<file path="src/rtl/serial_adder_ctrl.sv">
// Serial wide adder: one 4-bit ripple slice reused once per nibble, with the
// carry held in a register between passes, behind a valid/ready handshake.

module serial_adder_fa (
   input  logic i_a,
   input  logic i_b,
   input  logic i_c,
   output logic o_s,
   output logic o_c
);
   assign o_s = i_a ^ i_b ^ i_c;
   assign o_c = (i_a & i_b) | (i_c & (i_a ^ i_b));
endmodule

module serial_adder_ctrl #(
   parameter int WIDTH = 16
) (
   input  logic             i_clk,
   input  logic             i_rst_n,
   input  logic             i_in_valid,
   output logic             o_in_ready,
   input  logic [WIDTH-1:0] i_a,
   input  logic [WIDTH-1:0] i_b,
   input  logic             i_cin,
   output logic             o_out_valid,
   input  logic             i_out_ready,
   output logic [WIDTH-1:0] o_sum,
   output logic             o_cout,
   output logic             o_busy
);
   localparam int NUM_LANES = 4;
   localparam int NCHUNK    = WIDTH / NUM_LANES;
   localparam int CW        = (NCHUNK > 1) ? $clog2(NCHUNK) : 1;

   localparam logic [1:0] S_IDLE = 2'd0;
   localparam logic [1:0] S_RUN  = 2'd1;
   localparam logic [1:0] S_DONE = 2'd2;

   logic [1:0]           r_state;
   logic [CW-1:0]        r_cnt;
   logic                 r_carry;
   logic [WIDTH-1:0]     r_a_sh;
   logic [WIDTH-1:0]     r_b_sh;
   logic [WIDTH-1:0]     r_sum;
   logic                 r_cout;

   logic [NUM_LANES:0]   w_c;
   logic [NUM_LANES-1:0] w_slice_sum;
   logic [WIDTH-1:0]     w_sum_next;
   logic                 w_last;

   // Slice carry-in comes from the register, so the chain ripples across passes.
   assign w_c[0] = r_carry;

   for (genvar g = 0; g < NUM_LANES; g++) begin : g_lane
      serial_adder_fa u_fa (
         .i_a (r_a_sh[g]),
         .i_b (r_b_sh[g]),
         .i_c (w_c[g]),
         .o_s (w_slice_sum[g]),
         .o_c (w_c[g+1])
      );
   end

   // New nibble enters at the top; after NCHUNK passes the first one sits at bit 0.
   if (WIDTH == NUM_LANES) begin : g_sum_narrow
      assign w_sum_next = w_slice_sum;
   end else begin : g_sum_wide
      assign w_sum_next = {w_slice_sum, r_sum[WIDTH-1:NUM_LANES]};
   end

   assign w_last = (r_cnt == CW'(NCHUNK - 1));

   always_ff @(posedge i_clk or negedge i_rst_n) begin
      if (!i_rst_n) begin
         r_state <= S_IDLE;
         r_cnt   <= '0;
         r_carry <= 1'b0;
         r_a_sh  <= '0;
         r_b_sh  <= '0;
         r_sum   <= '0;
         r_cout  <= 1'b0;
      end else begin
         case (r_state)
            S_IDLE: begin
               if (i_in_valid) begin
                  r_a_sh  <= i_a;
                  r_b_sh  <= i_b;
                  r_carry <= i_cin;
                  r_cnt   <= '0;
                  r_sum   <= '0;
                  r_state <= S_RUN;
               end
            end
            S_RUN: begin
               r_sum   <= w_sum_next;
               r_carry <= w_c[NUM_LANES];
               r_a_sh  <= r_a_sh >> NUM_LANES;
               r_b_sh  <= r_b_sh >> NUM_LANES;
               r_cnt   <= r_cnt + CW'(1);
               if (w_last) begin
                  r_cout  <= w_c[NUM_LANES];
                  r_state <= S_DONE;
               end
            end
            S_DONE: begin
               if (i_out_ready) r_state <= S_IDLE;
            end
            default: r_state <= S_IDLE;
         endcase
      end
   end

   assign o_in_ready  = (r_state == S_IDLE);
   assign o_out_valid = (r_state == S_DONE);
   assign o_busy      = (r_state != S_IDLE);
   assign o_sum       = r_sum;
   assign o_cout      = r_cout;

endmodule
</file>
<file path="config.mk">
export PLATFORM = sky130hd
export DESIGN_NAME = serial_adder_ctrl
export DESIGN_NICKNAME = d
export VERILOG_FILES = /design/src/rtl/serial_adder_ctrl.sv
export SDC_FILE = /design/constraint.sdc
export NUM_CORES = 1
export LEC_CHECK = 0
export BUFFER_PORTS_ARGS = -buffer_cell sky130_fd_sc_hd__buf_2
export CORE_MARGIN = 2
export CORE_UTILIZATION = 30
export DETAILED_ROUTE_END_ITERATION = 12
export SLEW_MARGIN = 20
export SYNTH_ARGS = -nofsm -noshare
export SYNTH_HDL_FRONTEND = slang
export SYNTH_SLANG_ARGS = --single-unit
</file>
<file path="constraint.sdc">
create_clock -name i_clk -period 1.84 [get_ports i_clk]
set_input_delay 0.184 -clock i_clk [delete_from_list [all_inputs] [get_ports i_clk]]
set_output_delay 0.184 -clock i_clk [all_outputs]
set_load 0.01 [all_outputs]
</file>
Word level (Yosys, flattened, before mapping)
Cells that the tools add are included.
W data, S select, Z words.

storage, ports and cells
  bits in registers = 54
  word-level logic and storage cells = 54
  ROM bits = 0
  output and inout bits = 20
  memories kept = 0
  RAM bits = 0
  input bits = 37
  bits in latches = 0

cells by class
  order comparisons = 0
  $add $sub $neg = 1
  multiplexer cells = 14
  equality and inequality tests = 6
  shift operators = 0
  $mul = 0
  div/mod/pow operators = 0
  reduce and logical (&&, ||, !) cells = 6
  bitwise gates (word level) = 20

operators with widths
  kind                   number
  $pmux W16 S2           3
  $mux W16               3
  $and A1 B1 Y1          8
  $mux W2                4
  $xor A1 B1 Y1          8
  $pmux W2 S3            1
  $eq A2 B2 Y1 const B   2
  $ne A2 B2 Y1 const B   2
  $or A1 B1 Y1           4
  $pmux W2 S2            1
  $reduce_and A2 Y1      2
  $reduce_bool A2 Y1     2
  $reduce_and A3 Y1      1
  $add A2 B1 Y2 const B  1
  $eq A2 B1 Y1 const B   1
  $logic_not A2 Y1       1
  $ne A2 B1 Y1 const B   1
  $pmux W1 S2            1
  $mux W1                1

Longest topological paths before layout
  depth after elaboration = 10
  depth in mapped cells = 8
  gate-level depth less buffers = 8

By module
From an unflattened synthesis, not the netlist that was laid out.

unflattened totals
  cells, all modules = 206
  area total of the unflattened synthesis = 2322.2 um^2

modules (own cells, without submodules)
  module             instances  cells an instance  area an instance (um^2)  sequential area each (um^2)
  serial_adder_ctrl  1          202                2242.2                   1351.3
  serial_adder_fa    4          1                  20.0                     0.0

Worst setup path after synthesis
OpenSTA, ideal clock, no wires.

  path type = reg2reg
  from = reg r_carry
  to = reg r_sum[15], in the netlist o_sum[15]
  clock period less this slack = 2.047 ns
  arrival = 1.965 ns
  required time = 1.757 ns
  stages on the path, launching flop included = 9
  slack = -0.207 ns
  setup time = 0.083 ns
  buffers on the path = 0
  cells stage by stage = dfrtp_1 -> inv_1 -> fa_1 -> inv_1 -> fa_1 -> fa_1 -> inv_1 -> fa_1 -> o21ai_0

on the way
  cells in the longest elaborated chain, start to end = 8

RTL lines
  element                 line  text
  from (decl)             41    logic r_carry;
  from (signal assigned)  89    r_carry <= i_cin;
  from (signal assigned)  97    r_carry <= w_c[NUM_LANES];
  $and A1 B1 Y1           12    assign o_c = (i_a & i_b) | (i_c & (i_a ^ i_b));
  $or A1 B1 Y1            12
  $and A1 B1 Y1           12
  $or A1 B1 Y1            12
  $and A1 B1 Y1           12
  $or A1 B1 Y1            12
  $xor A1 B1 Y1           11    assign o_s = i_a ^ i_b ^ i_c;
  $pmux W16 S2            84    case (r_state)
  to (signal assigned)    96    r_sum <= w_sum_next;
  to (decl)               44    logic [WIDTH-1:0] r_sum;

No other way between the ends.
A chain may end at the register's enable or synchronous reset.

Worst setup path in the final report
Ends and elaborated chain as after synthesis.

==> results.json <==
{
  "outcome": "finished with violations",
  "violations_in_the_final_reports": "negative hold slack, negative setup slack",
  "timing.fmax_mhz": 485,
  "p_total_mw": 5.37,
  "async_flop_share_pct": 100,
  "chipHeight_um": 97.3,
  "slew_violations": 0,
  "netlist_area_um2": 2610,
  "cts_buffers": 5,
  "wirelength_mm": 6.03,
  "clk_transition_reported_paths_ns": 0.09,
  "worst_case_hold_slack_ns": -0.00717,
  "hp-class": "in -> async",
  "maxSlewHeadroom_pct": 52.9,
  "postPlaceCellArea_um2": 2920,
  "area_growth_syn_to_layout_pct": 16.4,
  "synth_edf_count": 0,
  "global_route.overflow_total": 0,
  "htree_levels": 2,
  "postLayoutSetupSlackWorst_ns": -0.221,
  "peakVddDrop_mv": 0.651,
  "yosysWarnings": 0,
  "finalHoldViolCount": 5,
  "clock_path_buffers": 2,
  "synth_top_flop_cell": "dfrtp_1",
  "rsz0062_at_grt": "true",
  "endpoint": "o_sum[15]$_DFFE_PN0P_",
  "drive_gt1_share_pct": 39.9,
  "reg2reg_slack_ns": -0.22,
  "via_count": 1915,
  "wire_length_of_the_first_global_routing_pass_mm": 9.98,
  "cts.sinks": 54,
  "cp_data_arrival_time_ns": 2.29,
  "numPortBuffers": 56,
  "maxCapViolations": 0,
  "period_needed_ns": 2.06,
  "post-synth-top-area-cell": "dfrtp_1",
  "pin_count_of_the_biggest_net_entering_global_routing": 55,
  "first_global_vias": 1941,
  "die_area_um2": 9460,
  "fin_skew_ns": 0.00540,
  "floorplan.io_pins": 57,
  "final_cell_mix": "buf_2 (56), dfrtp_1 (54), o22ai_1 (25), o21ai_0 (16), a22o_1 (15)",
  "drt-vias-per-instance": 5.03,
  "initial_core_util_pct": 30.4,
  "setup-violations-final": 3,
  "die_w_um": 97.3,
  "timing.critical_path.fanout_max": 2,
  "number_of_distinct_library_cell_variants_in_the_gate_level_netlist_after_synthesis": 33,
  "post-place-cells": 371,
  "tritoncts_clock_tree": "built",
  "setup.worst_path.class": "reg -> reg",
  "max_slew.worst_pin.slew_ns": 0.707,
  "postLayoutCellArea_um2": 3040,
  "route.antenna.remaining_nets": 0,
  "syn_area_per_cell_um2": 12.0,
  "design.core.area_um2": 8590,
  "global_route_usage_over_all_layers_pct": 13.0,
  "floorplan_row_count": 34,
  "nFillCells": 902,
  "clock_insertion_delay_worst_skew_ns": 0.31,
  "detail_route.first_pass.iterations": 4,
  "reg2regPathDepth": 8,
  "detailedRoute.firstIterationViolations": 81,
  "rr_endpoint": "o_sum[15]$_DFFE_PN0P_",
  "netlist_top_cells_area": "dfrtp_1 (52%), o22ai_1 (6.0%), a22o_1 (5.0%), o22ai_2 (4.8%), buf_6 (4.3%)",
  "place_hpwl_mm": 4.14,
  "postSynthNetCount": 259,
  "num-nets-final": 314,
  "period_share_pct": 112,
  "p_leak_nw": 1.38,
  "timing.rr.start": "r_carry$_DFFE_PN0P_",
  "finalNonFillerCells": 381,
  "critPathRequiredTime_ns": 2.07,
  "hold_buffers": 0,
  "power_per_cell_area_nw_per_um2": 1770,
  "place_congestion": 0.799,
  "critPathLaunchType": "register",
  "routedWlPerCell_um": 15.8,
  "initial_antenna_violation_count": 0,
  "clock_root_buffer": "clkbuf_8",
  "fin_tns_setup_ns": -0.391,
  "synthDominantCellAreaShare_pct": 51.8,
  "postSynthRegisterBits": 54,
  "most_common_library_cell_in_the_layout_ignoring_fill_and_taps": "buf_2",
  "cp-end-kind": "register",
  "crit_path_start": "r_carry$_DFFE_PN0P_",
  "drc_errors": 0,
  "antenna_cells_inserted": 0,
  "synth.yosys.seq_area_share_pct": 51.8,
  "synthesized_instance_count": 217
}
-- metrics by stage --
stage / utilization [%] / hold WS, ns / setup WS (ns)
floorplan: - / -0.112 / -0.0930
global placement: 33.9 / 0.361 / -0.176
detailed placement: 33.9 / 0.366 / -0.224
CTS: 35.2 / 0.0301 / -0.190
global route: 35.3 / 0.0445 / -0.282
finish: 35.3 / -0.00717 / -0.221
-- per-layer routing --
layer	global-route usage, %	wire, um
met1	18.5	2900
met2	20.6	2820
met3	2.73	259
met4	2.56	52
met5	0	0
-- layout make-up --
| type | count | area (um^2) | share of cell area, % |
|---|---|---|---|
| Tap cell | 108 | 135 | 4.45 |
| Multi-Input combinational cell | 134 | 1050 | 34.7 |
| Sequential cell | 54 | 1350 | 44.5 |
| Clock buffer | 7 | 86.3 | 2.84 |
| Inverter | 10 | 40.0 | 1.32 |
| Clock inverter | 1 | 5.00 | 0.165 |
| Timing Repair Buffer | 67 | 363 | 12.0 |
-- repair_timing --
item	4_1_cts	5_1_grt
buffers inserted	1	1
gates cloned	0	0
endpoints found under the setup margin	3	4
gates resized for setup	3	2
pin swaps	1	1
-- critical path, cell delays in order (launching register included) --
cell and delay (ns):
dfrtp_1 0.40, inv_2 0.07, fa_1 0.18, inv_2 0.04
fa_2 0.33, fa_2 0.34, inv_2 0.06, fa_2 0.43
o21ai_2 0.13
-- power by group --
part / internal [mW] / switching (mW) / leakage [nW] / total (mW)
sequential: 1.74 / 0.496 / 0.665 / 2.24
combinational: 1.14 / 1.29 / 0.666 / 2.44
clock: 0.305 / 0.386 / 0.0482 / 0.691
total: 3.19 / 2.17 / 1.38 / 5.37
-- cells by family after synthesis --
group | after synthesis | synth area share, %
flops | 54 | 51.8
buf+inv | 29 | 8.44
compound gates | 99 | 29.0
simple gates | 30 | 7.20
fa+ha+maj | 5 | 3.55
-- synthesized netlist by cell type (2+ instances only) --
master    instances
nor2_1            5
buf_4             3
o22ai_2          10
fa_1              4
nand2_1          11
buf_2             5
a21oi_1          11
o221a_1           5
o22ai_1          25
a21oi_2           9
nand3b_1          6
a22o_1           15
buf_6            10
o21ai_0          17
nand2b_4          2
inv_1             9
dfrtp_1          54
-- worst min-delay path by stage --
stage           startpoint                endpoint  slack, ns  depth (start not counted)
4_1_cts            i_rst_n  r_b_sh[12]$_DFFE_PN0P_       0.03                          2
2_1_floorplan      i_rst_n      o_cout$_DFFE_PN0P_      -0.11                          0
3_3_place_gp       i_rst_n    o_sum[0]$_DFFE_PN0P_       0.36                          2
6_report           i_rst_n    r_cnt[0]$_DFFE_PN0P_     -0.007                          2
3_5_place_dp       i_rst_n    o_sum[4]$_DFFE_PN0P_       0.37                          2
5_1_grt        i_out_ready  r_state[1]$_DFFE_PN0P_       0.04                          2
-- state kept, by name (all words and copies together), names as in the netlist --
name,flops
o_cout,1
o_sum,16
r_a_sh,16
r_b_sh,16
r_carry,1
r_cnt,2
r_state,2
Note: power is estimated with default switching activity, not from simulation.
